`src/rtl/jtkicker_pkg.sv`:
```
// Shared constants and helpers for the Kicker colour mixer.
// PROM map, object transparency code and 3-3-2 palette field layout.
package jtkicker_pkg;

    localparam logic [8:0] CHARLUT_BASE = 9'h000;
    localparam logic [8:0] PAL_BASE     = 9'h100;
    localparam int         PAL_AW       = 5;
    localparam int         CHARLUT_AW   = 8;
    localparam logic [3:0] OBJ_TRANSP   = 4'd0;

    localparam int R_LSB = 0;
    localparam int G_LSB = 3;
    localparam int B_LSB = 6;

    typedef struct packed {
        logic [3:0] r;
        logic [3:0] g;
        logic [3:0] b;
    } rgb_t;

    function automatic rgb_t pal_expand(input logic [7:0] p);
        rgb_t       c;
        logic [2:0] r3;
        logic [2:0] g3;
        logic [1:0] b2;
        r3  = p[R_LSB +: 3];
        g3  = p[G_LSB +: 3];
        b2  = p[B_LSB +: 2];
        c.r = {r3, r3[2]};
        c.g = {g3, g3[2]};
        c.b = {b2, b2};
        return c;
    endfunction

    function automatic logic is_charlut(input logic [8:0] a);
        return a[8] == CHARLUT_BASE[8];
    endfunction

    function automatic logic is_pal(input logic [8:0] a);
        return a[8:5] == PAL_BASE[8:5];
    endfunction

endpackage

```
`src/rtl/jtframe_prom.sv`:
```
// Dual-address PROM: synchronous read gated by cen, write on we.
// A read and write to the same address on one edge returns old data.
module jtframe_prom #(
    parameter int dw = 8,
    parameter int aw = 10
) (
    input  logic          clk,
    input  logic          cen,
    input  logic [dw-1:0] data,
    input  logic [aw-1:0] rd_addr,
    input  logic [aw-1:0] wr_addr,
    input  logic          we,
    output logic [dw-1:0] q
);

    logic [dw-1:0] mem [0:(1<<aw)-1];

    always_ff @(posedge clk) begin
        if (cen) q <= mem[rd_addr];
        if (we) mem[wr_addr] <= data;
    end

endmodule

```
`src/rtl/jtkicker_blank_dly.sv`:
```
// pxl_cen-gated delay line for the {LHBL, LVBL} pair.
// Reset loads every tap with 0 so the output starts blanked.
module jtkicker_blank_dly #(
    parameter int DLY = 3
) (
    input  logic       clk,
    input  logic       rst,
    input  logic       cen,
    input  logic [1:0] din,
    output logic [1:0] dout
);

    logic [1:0] sr [DLY];

    always_ff @(posedge clk or posedge rst) begin
        if (rst) begin
            for (int i = 0; i < DLY; i++) sr[i] <= 2'b00;
        end else if (cen) begin
            sr[0] <= din;
            for (int i = 1; i < DLY; i++) sr[i] <= sr[i-1];
        end
    end

    assign dout = sr[DLY-1];

endmodule

```
`src/rtl/jtkicker_colmix.sv`:
```
// Kicker colour mixer: obj/char priority, char LUT, palette, blanking.
// Optional layer enables via macro KICKER_LAYER_MASK_EN (gfx_en port).
module jtkicker_colmix
    import jtkicker_pkg::*;
#(
    parameter int BLANK_DLY = 3
) (
    input  logic       clk,
    input  logic       rst,
    input  logic       pxl_cen,
    input  logic       LHBL,
    input  logic       LVBL,
    input  logic [3:0] obj_pxl,
    input  logic [7:0] char_pxl,
`ifdef KICKER_LAYER_MASK_EN
    input  logic [1:0] gfx_en,
`endif
    input  logic [8:0] prog_addr,
    input  logic [7:0] prog_data,
    input  logic       prog_en,
    output logic [3:0] red,
    output logic [3:0] green,
    output logic [3:0] blue,
    output logic       LHBL_dly,
    output logic       LVBL_dly
);

    logic [3:0]        obj_s1;
    logic [1:0]        gfx_s1;
    logic [3:0]        charlut_q;
    logic [3:0]        obj_eff;
    logic [PAL_AW-1:0] idx;
    logic [7:0]        pal_q;
    rgb_t              rgb_q;
    logic              show;

    always_ff @(posedge clk or posedge rst) begin
        if (rst) begin
            obj_s1 <= 4'd0;
        end else if (pxl_cen) begin
            obj_s1 <= obj_pxl;
        end
    end

`ifdef KICKER_LAYER_MASK_EN
    always_ff @(posedge clk or posedge rst) begin
        if (rst) begin
            gfx_s1 <= 2'b00;
        end else if (pxl_cen) begin
            gfx_s1 <= gfx_en;
        end
    end
`else
    assign gfx_s1 = 2'b11;
`endif

    jtframe_prom #(.dw(4), .aw(CHARLUT_AW)) u_charlut (
        .clk     ( clk                                ),
        .cen     ( pxl_cen                            ),
        .data    ( prog_data[3:0]                     ),
        .rd_addr ( char_pxl                           ),
        .wr_addr ( prog_addr[CHARLUT_AW-1:0]          ),
        .we      ( prog_en & is_charlut(prog_addr)    ),
        .q       ( charlut_q                          )
    );

    // A disabled char layer falls back to palette entry 0.
    always_comb begin
        obj_eff = gfx_s1[1] ? obj_s1 : OBJ_TRANSP;
        idx     = '0;
        if (obj_eff != OBJ_TRANSP) idx = {1'b1, obj_eff};
        else if (gfx_s1[0])        idx = {1'b0, charlut_q};
    end

    jtframe_prom #(.dw(8), .aw(PAL_AW)) u_pal (
        .clk     ( clk                        ),
        .cen     ( pxl_cen                    ),
        .data    ( prog_data                  ),
        .rd_addr ( idx                        ),
        .wr_addr ( prog_addr[PAL_AW-1:0]      ),
        .we      ( prog_en & is_pal(prog_addr) ),
        .q       ( pal_q                      )
    );

    always_ff @(posedge clk or posedge rst) begin
        if (rst) begin
            rgb_q <= '0;
        end else if (pxl_cen) begin
            rgb_q <= pal_expand(pal_q);
        end
    end

    jtkicker_blank_dly #(.DLY(BLANK_DLY)) u_blank (
        .clk  ( clk                  ),
        .rst  ( rst                  ),
        .cen  ( pxl_cen              ),
        .din  ( {LHBL, LVBL}         ),
        .dout ( {LHBL_dly, LVBL_dly} )
    );

    // Blank taps are aligned with the colour stage, so mask here.
    assign show  = LHBL_dly & LVBL_dly;
    assign red   = show ? rgb_q.r : 4'd0;
    assign green = show ? rgb_q.g : 4'd0;
    assign blue  = show ? rgb_q.b : 4'd0;

endmodule

```
`config.mk`:
```
export PLATFORM = sky130hd
export DESIGN_NAME = jtkicker_colmix
export DESIGN_NICKNAME = d
export VERILOG_FILES = /design/src/rtl/jtkicker_pkg.sv /design/src/rtl/jtframe_prom.sv /design/src/rtl/jtkicker_blank_dly.sv /design/src/rtl/jtkicker_colmix.sv
export SDC_FILE = /design/constraint.sdc
export NUM_CORES = 1
export LEC_CHECK = 0
export CORE_MARGIN = 3
export CORE_UTILIZATION = 50
export DETAILED_ROUTE_END_ITERATION = 16
export PLACE_DENSITY = 0.62
export SYNTH_ARGS = -nofsm -noshare
export SYNTH_HDL_FRONTEND = slang
export SYNTH_HIERARCHICAL = 1
export SYNTH_SLANG_ARGS = --single-unit
```
`constraint.sdc`:
```
create_clock -name clk -period 3.8 [get_ports clk]
set_input_delay 0.57 -clock clk [delete_from_list [all_inputs] [get_ports clk]]
set_output_delay 0.57 -clock clk [all_outputs]
set_load 0.01 [all_outputs]
```
# After elaboration in Yosys (flattened, before gate mapping)
# Memory sizes are Yosys's and may differ from the RTL's. A register that Yosys moved wholly into a read port is not among the register bits.
# Cells that the tools add are included.
# op_classes
n_reduce_logical	1
bitwise_logic	4
mux	8
n_eq_ne	1
# ops
operator	n
two-way mux 4 bit	3
two-way mux 5 bit	1
equality test 4 bit, second input constant	1
two-way mux 1 bit	4
nonzero test 4 bit	1
AND 1 bit	3
inverter 1 bit	1
# word_totals
word_cells	23
memories	2
in_bits	35
register_bits	22
out_inout_bits	14
ramBits	1280
# mem_list
name	words	word_bits	rd	rd_clocked_by_memory_dff	wr	line	source
u_charlut.mem	256	4	1	1	1	jtframe_prom.sv:16	logic [dw-1:0] mem [0:(1<<aw)-1];
u_pal.mem	32	8	1	1	1	jtframe_prom.sv:16	

# Longest topological paths before layout
# Gate-level depths: netlist of run 1.
# depth
ltp_word	4
mapped_depth	11
ltp_nobuf	6

# By module
# Netlist of run 1, hierarchy kept.
# by_module_without_submodules
mod	area_each_um2	n_inst	cells_per_inst	seq_area_each_um2
jtframe_prom (u_charlut)	40715.3	1	2051	30869.6
jtframe_prom (u_pal)	10133.5	1	417	7927.6
jtkicker_colmix	620.6	1	57	300.3
jtkicker_blank_dly	270.3	1	16	150.1

# Least setup slack after synthesis of run 1
# Ideal clock, no wire load.
# synth_path
path_type	input port to flip-flop
start	input port char_pxl[0]
end	register u_charlut.q[2], read port of u_charlut.mem (data pin)
t_required_ps	3532
arrival_time_ps	2367
stages	10
setup_time_ps	268
setup_slack_ps	1164
path_buffers	5
cell_sequence	buf_6 > buf_6 > buf_6 > buf_4 > buf_4 > mux4_2 > a22oi_1 > nand3_1 > nand4_1 > o211ai_1
# synth_rtl
item	line	source
from (decl)	jtkicker_colmix.sv:14	input logic [7:0] char_pxl,
to (decl)	jtframe_prom.sv:13	output logic [dw-1:0] q

# Worst setup path after layout of run 1
# layout_path
start	register obj_s1[3], in the netlist obj_eff[3]
end	register u_pal.q[0], read port of u_pal.mem (data pin)
# layout_between
elab_chain_cells	2
# layout_rtl
item	line	source
from (decl)	jtkicker_colmix.sv:28	logic [3:0] obj_s1;
from (signal assigned)	jtkicker_colmix.sv:41	obj_s1 <= obj_pxl;
nonzero test 4 bit	jtkicker_colmix.sv:71	if (obj_eff != OBJ_TRANSP) idx = {1'b1, obj_eff};
two-way mux 5 bit	jtkicker_colmix.sv:71	
via idx[0]	jtkicker_colmix.sv:32	logic [PAL_AW-1:0] idx;
to (decl)	jtframe_prom.sv:13	
# The timed path passes the listed nets, and every way through them passes these cells.
# A chain may end at the register's enable or synchronous reset.

==> summary by stage, run 1 <==
Global routing
The number of antenna violations at the first check in global routing is 4. Global routing used a little under a quarter of the available tracks. The via count of the first global-routing pass is approximately 27,000. The met3 demand-to-capacity share in global routing is between 4 and 5%.

The global routing usage on met1 is between 30% and 40%. The global-route wire length before repair is 180,700 um. For this run the aggregate overflow at the end of global routing stands at 0. The most utilized layer in the global route result is met2.

Entering global routing, the biggest net connects between 100 and 150 pins. Global routing consumed, on the met2 layer, ~36% of the routing resources.

Final layout
The library cell used most frequently in the layout, excluding fill and tap cells, is sky130_fd_sc_hd__edfxtp_1. The core occupancy in the finished layout is between 50% and 60%. Of the cells placed in the final design, the portion with a size suffix greater than 1 is 25.42%. The area added between synthesis and finish is 13.83%. The finished cells cover approximately 0.059 mm^2.

In the layout the commonest cells are sky130_fd_sc_hd__edfxtp_1 (1,292), sky130_fd_sc_hd__mux4_2 (330), sky130_fd_sc_hd__nor2_1 (310), sky130_fd_sc_hd__clkbuf_16 (138), sky130_fd_sc_hd__buf_4 (135). The net total in the final layout is ~2,800. The final cell count without fillers is roughly 4,200.

Logic synthesis
The synthesized design devotes to its leading area cell type 74.99% of total area. Multiplexer cells account for 16.29% of the synthesized area. Counting every net in the synthesized netlist gives ~2,600.

The number of synthesized register bits is 1,310. The share of the synthesized netlist area taken by xor and xnor gates is 0%. The count of synthesis-stage warnings from yosys is 6. By area, the combinational part of the netlist is dominated by multiplexers. The sequential-to-total area share from yosys stat is 75.86%. After Yosys synthesis, full adders, half adders and majority gates account for 0% of the synthesized area. The area fraction in compound gates after synthesis is about 1.8%.

The distinct cell type count of the synthesized netlist is 46. sky130_fd_sc_hd__edfxtp_1 takes more of the synthesized area than any other cell. Summing the areas of all and, or, nand and nor instances in the mapped netlist gives under 10% of the synthesized area. The synthesized area per cell is 20.36 um^2.

The top flip-flop cell by instance count after synthesis is sky130_fd_sc_hd__edfxtp_1. The number of flops mapped to enable cells by yosys is around 1,300. In the synthesized netlist, the number of instances is about 2,500. The synthesized area is roughly 0.052 mm^2.

Yosys attributes the largest share of cell area to sky130_fd_sc_hd__edfxtp_1 (75%), sky130_fd_sc_hd__mux4_2 (14%), sky130_fd_sc_hd__nor2_1 (2.2%). For this run, asynchronously set or reset flops after synthesis account for 1.374%.

Routing
The average vias per placed instance is roughly 6.1. The wire length after detailed routing is approximately 120,000 um. After detailed routing, the number of remaining DRC violations is 0. After detailed routing, the average wire length per cell comes to between 20 and 30 um. The detailed-routing iteration count for the pre-antenna-repair pass is 7. The routed layout has 25,720 vias. The violation count after the first detailed-routing iteration is about 3,000.

The remaining antenna violation count is 0.

Setup path
The worst register-to-register path ends at u_pal/q[0]. The data arrival time of the critical path is around 3500 ps. In this run the critical register-to-register path is launched from obj_eff[3]. The delay of the slowest cell on the worst path is roughly 620 ps. The critical path goes through nor2_1 -> a31o_4 -> buf_12 -> mux4_2 -> mux4_2 -> mux2_2. Among the stages of the critical path, the cell type that occurs most often is sky130_fd_sc_hd__mux4_2. Measured in cells, the most critical reg-to-reg path has a length of 6. The biggest fanout along the worst timing path is between 50 and 60. The count of buffering cells on the critical path with inverters included is 1. At the worst endpoint, the required time is 4270 ps. The worst setup path is captured at a flop. The library cell contributing the largest single delay on the critical path is sky130_fd_sc_hd__mux4_2. The kind of cell with the highest combined delay on the critical path is multiplexers. In this run the register-to-register setup slack is approximately 750 ps. The startpoint-to-endpoint class of the critical path is reg -> reg. The kind of start point of the critical path is a flop.

Clocking
The later-pin clock latency in the skew report is roughly 740 ps. Post-CTS repair changed the size of 0 cells. The clock net sink count is ~1,300. The cell sitting at the root of the clock tree is a sky130_fd_sc_hd__clkbuf_16. Clock-pin slew was measured on the worst setup and hold paths at 50 ps. TritonCTS built the clock tree.

The CTS buffer count is 135. The number of buffers added to fix hold violations after cts is 0. The maximum clock insertion buffer count is 3. The H-tree generated during clock tree synthesis spans 4 levels. In this run the post-CTS setup repair buffer count came out at 0.

Power and ir drop
The total power per unit cell area is just over 500 mW/mm^2. For this design the static power due to leakage is 0.01845 uW. IR analysis of the VDD net gives a maximum drop of 0.4938 mV. Summing internal, switching and leakage power gives around 31,000 uW.

Floorplanning
The die outline height is between 300 and 400 um. The floorplan step set the die width to between 300 and 400 um. The total area inside the core boundary comes to slightly above 0.1 mm^2. approximately 50 I/O pins were placed. The die outline area is 0.1074 mm^2.

The starting utilization of the core area is around half. The floorplan has ~120 rows.

STA
Between clock sinks in the finished design, the worst skew comes to between 20 and 25 ps. The final-report max-slew violation count was 0. In this run the tightest slew margin relative to its limit is between 15 and 20%. The actual slew at the worst max-slew pin is about 1200 ps. The highest achievable clock rate is between 300 and 400 MHz. After layout, the worst path uses around four fifths of the clock period.

Setup repair after global routing left no endpoint under its margin. The shortest period the worst path allows is around 3000 ps. The final hold violation count came to 0. Setup violations remaining at the end of the flow were counted as 0. The final setup TNS is 0 ps.

Placement
The number of instances in the placed design is 3,961. Detailed placement ended at an HPWL of about 76,000 um. The count of buffers from port buffering is 48. The final RePlAce weighted congestion is roughly 0.84. The cell area after placement is between 0.05 and 0.06 mm^2.

Worst hold path
The worst min-delay path class is in -> async.

Job
The number of max-capacitance violations reported is 0.

Status
The flow ran to the end, and the final reports show no timing, DRC or antenna violations.
[logic make-up (layout without fill, tap and decap cells)]
group,after synthesis,count (layout)
muxes,423,423
other,0,1
DFF,1310,1310
AOI/OAI and AO/OA,133,133
and+or+nand+nor,510,510
buffers and inverters,165,452
[through the flow]
step	worst slack, ps	hold slack (ps)
6_report	751.6	94.22
5_1_grt	656.4	96.18
4_1_cts	748.7	50.82
3_5_place_dp	353.0	465.6
3_3_place_gp	355.7	456.9
2_1_floorplan	1164	361.0
[sequential cells by signal, summed over array words and instances, names as in the netlist]
name           cells
u_pal/mem        256
u_charlut/q        4
obj_eff            4
u_charlut/mem   1024
u_pal/q            8
u_blank/sr         4
u_blank/dout       2
rgb_q              8
[metal layers]
layer  part of all wire [%]  vias up
met1                     42    13720
met4                    2.1        2
met2                     48     1039
li1                       -    10780
met5                  0.012        -
met3                    7.9      180
[power breakdown]
part,internal (uW),leakage [uW],switching [uW]
sequential,16000,0.0118,47.5
combinational,779,0.00453,1040
clock,7480,0.00208,5310
total,24200,0.0184,6400
[cell type report]
class	count	area (um^2)
clock buffer	168	3606
antenna	1	2.502
tap	1368	1712
multi-input combinational	1066	11590
fill	7527	43290
sequential	1310	39250
timing repair buffer	209	2039
clock inverter	67	664.4
inverter	8	30.03
[worst max path at each step]
stage           startpoint              to  slack [ps]  cells after the start
2_1_floorplan  char_pxl[0]  u_charlut/q[2]        1160                     10
3_3_place_gp   char_pxl[7]  u_charlut/q[0]         360                      7
3_5_place_dp   char_pxl[0]  u_charlut/q[1]         350                      7
4_1_cts         obj_eff[3]      u_pal/q[0]         750                      6
5_1_grt         obj_eff[3]      u_pal/q[0]         660                      6
6_report        obj_eff[3]      u_pal/q[0]         750                      6
[worst reg2reg max path: stages, from the launching register on]
cell	delay (ps)
sky130_fd_sc_hd__dfrtp_1	400
sky130_fd_sc_hd__nor2_1	250
sky130_fd_sc_hd__a31o_4	220
sky130_fd_sc_hd__buf_12	340
sky130_fd_sc_hd__mux4_2	710
sky130_fd_sc_hd__mux4_2	580
sky130_fd_sc_hd__mux2_2	300
[Yosys cell counts (10+ instances only)]
| master | instances |
|---|---|
| sky130_fd_sc_hd__edfxtp_1 | 1292 |
| sky130_fd_sc_hd__mux4_2 | 330 |
| sky130_fd_sc_hd__nor2_1 | 310 |
| sky130_fd_sc_hd__clkbuf_1 | 74 |
| sky130_fd_sc_hd__mux2i_1 | 65 |
| sky130_fd_sc_hd__nand2_1 | 62 |
| sky130_fd_sc_hd__nand3_1 | 41 |
| sky130_fd_sc_hd__a22oi_1 | 32 |
| sky130_fd_sc_hd__nor2b_1 | 27 |
| sky130_fd_sc_hd__buf_4 | 23 |
| sky130_fd_sc_hd__buf_6 | 22 |
| sky130_fd_sc_hd__buf_2 | 21 |
| sky130_fd_sc_hd__mux2_2 | 20 |
| sky130_fd_sc_hd__o21ai_0 | 20 |
| sky130_fd_sc_hd__dfrtp_1 | 18 |
| sky130_fd_sc_hd__buf_1 | 16 |
| sky130_fd_sc_hd__nand4_1 | 15 |
| sky130_fd_sc_hd__a21oi_1 | 13 |
| sky130_fd_sc_hd__o211ai_1 | 13 |
| sky130_fd_sc_hd__nand2b_1 | 12 |
| sky130_fd_sc_hd__o22ai_1 | 10 |
Note: power is estimated with default switching activity, not from simulation.
==> run 2: changes to the inputs <==
- PLACE_DENSITY: 0.62 -> 0.64
- clock period: 3.8 -> 2.6 ns (I/O delays scaled with it)
==> summary by stage, run 2 (synthesized netlist as in run 1, its figures left out) <==
Status
The run finished, with violations left. The final reports fail on negative setup slack.

Worst hold path
The worst min-delay path class is in -> reg. The startpoint of the lowest-slack hold path is prog_data[3].

Routing
The detail route stage leaves a number of antenna-violating nets equal to 0. The detailed-routing iteration count for the pre-antenna-repair pass is 5. The highest routing layer actually used is met5. The average vias per placed instance is ~6.0. After detailed routing, the average wire length per cell comes to 27.17 um. The final layout contains routed wiring with a total length of between 100,000 and 150,000 um. The final route contains between 20,000 and 30,000 vias.

The amount of wire on met2 after detailed routing is 58,200 um. The detailed-routed wire length on met3 is between 9000 and 10,000 um. After the first detailed-routing iteration, the DRC count stood at 2,736.

After detailed routing, the wire length on met1 is ~50,000 um. The number of remaining DRC errors is 0.

Global routing
The number of antenna violations at the first check in global routing was 3. The residual overflow from global routing is 0. The via count of the first global-routing pass is roughly 28,000.

The total routing usage reported by global routing is approximately 23%. The first global-routing pass estimated 179,500 um of wire. Entering global routing, the biggest net connects between 80 and 90 pins.

Floorplanning
For this design the top-level I/O count stands at 49. The starting utilization of the core area is between 50% and 60%. The region available for standard cell placement spans just over 0.1 mm^2.

The cell row count is 117. The die outline height is around 330 um. The die outline area is approximately 0.11 mm^2. In this run the horizontal extent of the chip is 327.7 um.

STA
The least setup slack across all paths after layout is -90.92 ps. For this run, the top clock speed supported by timing is between 300 and 400 MHz. Setup repair after global routing could not meet its margin everywhere.

The actual slew at the worst max-slew pin is about 1200 ps. Hold timing on the final database bottoms out at a slack of about 190 ps. For the finished layout, the period the worst path requires is ~2700 ps. The final setup violation count is 8. The final setup TNS is -656.5 ps. The final hold violation count came to 0. The worst relative slew slack is between 15 and 20%.

The final cycle utilization of the critical path is 103.5%. The final-report max-slew violation count is 0. The final clock skew is about 32 ps.

Setup path
The biggest fanout along the worst timing path is 8. In this run the worst setup path begins at obj_eff[3]. In this run the critical register-to-register path is launched from obj_eff[3]. Walking the worst path, the cells encountered are nor2_2 -> a31o_4 -> buf_12 -> buf_12 -> mux4_2 -> mux4_2 -> mux2_4. The startpoint-to-endpoint class of the critical path is reg -> reg.

The worst setup path is launched from a flop. STA classifies the critical path endpoint as a flop. Data arrives at the worst endpoint at roughly 3200 ps. Data on the critical path is required at its endpoint by ~3100 ps. On the worst path, the slowest cell contributes a delay of 550 ps. Among all stages on the critical path, the largest delay is contributed by sky130_fd_sc_hd__mux4_2.

Clocking
The later-pin clock latency in the skew report is around 730 ps. The maximum clock insertion buffer count is 3. In this run, CTS created clock tree buffers numbering 134. After clock tree synthesis, the clock-pin slew on the worst setup and hold paths is about 60 ps.

In this run the clock root is driven by a sky130_fd_sc_hd__clkbuf_16. The clock tree synthesis step divided the H-tree into 4 levels. The clock tree from TritonCTS is done.

Counting every sink on the clock net gives roughly 1,300.

Final layout
After routing the design area is just over 0.06 mm^2. Once layout is complete, the utilization of the core stands at about three fifths. In the layout the commonest cells are sky130_fd_sc_hd__edfxtp_1 (1,292), sky130_fd_sc_hd__mux4_2 (330), sky130_fd_sc_hd__nor2_1 (309), sky130_fd_sc_hd__buf_4 (309), sky130_fd_sc_hd__clkbuf_16 (144). The final layout contains between 2,000 and 3,000 nets. The largest registers in the layout are u_charlut/mem (1024), u_pal/mem (256). From synthesis to final layout, the design area changed by 18.64%.

The final cell count without fillers is approximately 4,400. The share of layout cells above drive strength 1 is between 30% and 40%. Counting flops per register, the top entry is u_charlut/mem. The most common cell after layout, fill and taps aside is sky130_fd_sc_hd__edfxtp_1.

The register with the most flip-flops in the layout has a little over 1,000 of them. The number of filler cells placed in the layout is about 7,300.

Power and ir drop
Summed over all cells, the static leakage comes to ~0.02 uW. Dividing total power by cell area gives a power density of around 730 mW/mm^2. VDD sags by at most 0.6064 mV.

Placement
The congestion estimate from routability-driven global placement came to 0.8092. The count of buffers from port buffering is 48. Once placement completed, the tool counted placed cells totaling between 4,000 and 5,000. Once placement finished, the instance area stood at about 0.057 mm^2.

After legalization and detailed placement, the total HPWL measured a little under 80,000 um.

Job
Max-cap violations in this run came to 0.
-- run 2: area by class of cell --
cell class	count	area (um^2)	area share (%)
Antenna cell	1	2.502	0.004077
Sequential cell	1310	39250	63.94
Tap cell	1368	1712	2.789
Multi-Input combinational cell	1066	11610	18.92
Timing Repair Buffer	439	4466	7.275
Clock buffer	162	3607	5.877
Clock inverter	78	704.4	1.148
Inverter	8	30.03	0.04892
-- run 2: critical path: cells and delay by family, from the launching register on --
kind / cells / cell delay, ps
and+or+nand+nor: 1 / 150
muxes: 3 / 1350
AOI/OAI and AO/OA: 1 / 210
DFF: 1 / 390
buffers and inverters: 2 / 300
-- run 2: timing repair --
item	4_1_cts	5_1_grt
endpoints found under the setup margin	8	8
buffers inserted	3	4
endpoints found under the hold margin	10	0
hold buffers	1	0
cloned	1	3
gates resized for setup	5	1
pin swaps	1	1
-- run 2: metrics by stage --
step | worst slack, ps | total power (uW)
floorplan | 76.95 | 25350
global placement | -672.9 | 26660
detailed placement | -694.9 | 26710
CTS | -114.4 | 45450
global route | -159.9 | 46540
finish | -90.92 | 45100
-- run 2: power breakdown --
part           internal, uW  leakage [uW]  total (uW)  switching [uW]
clock network         11000       0.00212       18800            7770
registers             23300        0.0118       23400            69.1
logic                  1410       0.00601        2970            1560
-- run 2: final timing paths --
kind / endpoint / slack (ps) / cells past startpoint
setup reg to reg: u_pal/q[7] / -90 / 7
max in group asynchronous: rgb_q[6] / 1700 / 3
hold reg to reg: rgb_q[5] / 470 / 1
min in group asynchronous: u_blank/sr[5] / 470 / 3
hold / removal: u_charlut/mem[44][3] / 190 / 1
setup / recovery: u_pal/q[7] / -90 / 7
-- run 2: layer usage --
layer  up-vias  GRT usage, %
met1     13910         31.94
met2      1062         36.02
li1      11260             -
met5         -             0
met3       232         5.154
met4         4         7.498
==> RTL change: new RTL, flow settings as in run 1 <==
Add a define of `KICKER_LAYER_MASK_EN`.
--- a/src/rtl/jtkicker_colmix.sv
+++ b/src/rtl/jtkicker_colmix.sv
@@ -1,5 +1,7 @@
 // Kicker colour mixer: obj/char priority, char LUT, palette, blanking.
 // Optional layer enables via macro KICKER_LAYER_MASK_EN (gfx_en port).
+`define KICKER_LAYER_MASK_EN
+
 module jtkicker_colmix
     import jtkicker_pkg::*;
 #(
Ports: changed (added gfx_en); port bits go from 49 to 51. The function was not compared with the original's and may differ.
==> RTL change against run 1 <==
  * Routed wire length is 0.61% higher
  * Count of clock-buffer cells in the layout stayed put
  * Cell area is 0.69% higher
  * Sequential cell count rose by 2
  * Power is 2.6% higher
  * Synthesized area rose by 0.17%
  * Setup slack worse by 0.20 ns
  * Largest cell class unchanged
==> RTL change: results (changes against run 1) <==
| Metric | Value |
|---|---|
| RR Endpoint | u_pal/q[3]$_DFFE_PP_ (was u_pal/q[0]$_DFFE_PP_) |
| Mean Syn Cell Area | 20.4 um^2 (about the same) |
| Starting DRC count in detailed routing | 2,476 (was 3,022) |
| Vias in the first global route | 26,711 (was 26,649) |
| Post-synthesis mux area share | 0.164 (was 0.163) |
| CP Max Fanout | 18 (was 51) |
| DP Cell Count | 3,971 (was 3,961) |
| Synth top cells by count | edfxtp_1, mux4_2, nor2_1, clkbuf_1, mux2i_1 (unchanged) |
| Final nets | 2,778 (was 2,765) |
| Leak Pwr | 0.0186 uW (was 0.0184 uW) |
| Worst Tran Pin Value | 1.25 ns (about the same) |
| Critical path's largest stage delay | 0.55 ns (was 0.62 ns) |
| Synth top area cells | edfxtp_1, mux4_2, nor2_1 (unchanged) |
| Initial antenna violation count | 6 (was 4) |
| GRT Util Overall | 0.232 (was 0.231) |
| Share of layout cells above drive strength 1 | 0.262 (was 0.254) |
| Routed vias/inst | 6.13 (about the same) |
| Port Buffers | 50 (was 48) |
| Fill count | 7,364 (was 7,527) |
| RePlAce Congestion | 0.827 (was 0.839) |
| GR Util met1 | 0.321 (was 0.339) |
| CP arrival | 3.74 ns (was 3.52 ns) |
| Total Wirelength | 122,000 um (about the same) |
| Total CTS buffers | 136 (was 135) |
| R2R setup slack | 0.55 ns (was 0.75 ns) |
| Outcome | finished, final reports clean (unchanged) |
| DP Wirelength | 75,800 um (was 76,300 um) |
| Register area share after synthesis | 0.758 (was 0.759) |
| Largest net degree at the start of global routing | 135 (was 124) |
| Grt met2 use | 0.378 (was 0.362) |
| RR Startpoint | obj_s1[3]$_DFFE_PP0P_ (was obj_eff[3]$_DFFE_PP0P_) |
| Met3 Use GR | 0.0457 (was 0.0451) |
| Asr flop ratio synth | 0.0152 (was 0.0137) |
| Placed Area | 54,800 um^2 (was 54,600 um^2) |
| Global-route wire length before repair | 182,000 um (was 181,000 um) |
| Max VDD drop | 0.000446 V (was 0.000494 V) |
| Non-Filler Instances | 4,220 (was 4,197) |
| First-pass detailed-route iteration total | 5 (was 7) |
| Netlist cell types | 47 (was 46) |
RTL change: per-stage QoR:
step | util | worst slack [ns] | hold slack [ns]
floorplan | - | 1.04 | 0.361
global placement | 0.535 | 0.199 | 0.465
detailed placement | 0.535 | 0.178 | 0.467
CTS | 0.579 | 0.476 | 0.0275
global route | 0.580 | 0.357 | 0.0808
finish | 0.580 | 0.552 | 0.0796
RTL change: report_power, final:
group	switching [uW]	internal [uW]	total, uW	leakage [uW]
Sequential	62.3	16000	16000	0.0119
Clock	5350	8080	13400	0.00221
Combinational	1080	856	1930	0.00453
RTL change: layout make-up:
class,count,area [um^2],area share
antenna,1,2.50,0.0000422
sequential,1312,39300,0.663
clock inverter,80,938,0.0158
tap,1368,1710,0.0289
clock buffer,168,3590,0.0605
inverter,4,15.0,0.000253
timing repair buffer,221,2090,0.0353
multi-input combinational,1066,11700,0.197
RTL change: worst max path at each step:
stage,endpoint,startpoint,depth (start not counted)
floorplan,u_pal/q[0]$_DFFE_PP_,obj_s1[3]$_DFFE_PP0P_,7
global placement,u_charlut/q[3]$_DFFE_PP_,char_pxl[5],7
detailed placement,u_charlut/q[3]$_DFFE_PP_,char_pxl[5],7
CTS,u_pal/q[3]$_DFFE_PP_,obj_s1[3]$_DFFE_PP0P_,6
global route,u_pal/q[3]$_DFFE_PP_,obj_s1[3]$_DFFE_PP0P_,6
finish,u_pal/q[3]$_DFFE_PP_,obj_s1[3]$_DFFE_PP0P_,6
RTL change: cells by family after synthesis:
kind of cell | count (synthesis)
DFF | 1312
and+or+nand+nor | 503
buffers and inverters | 161
AOI/OAI and AO/OA | 134
muxes | 429
RTL change: layer usage:
metal	up-vias	part of all wire
met5	-	0.00029
met4	6	0.027
met3	228	0.071
met2	1013	0.49
met1	13761	0.41
li1	10840	-
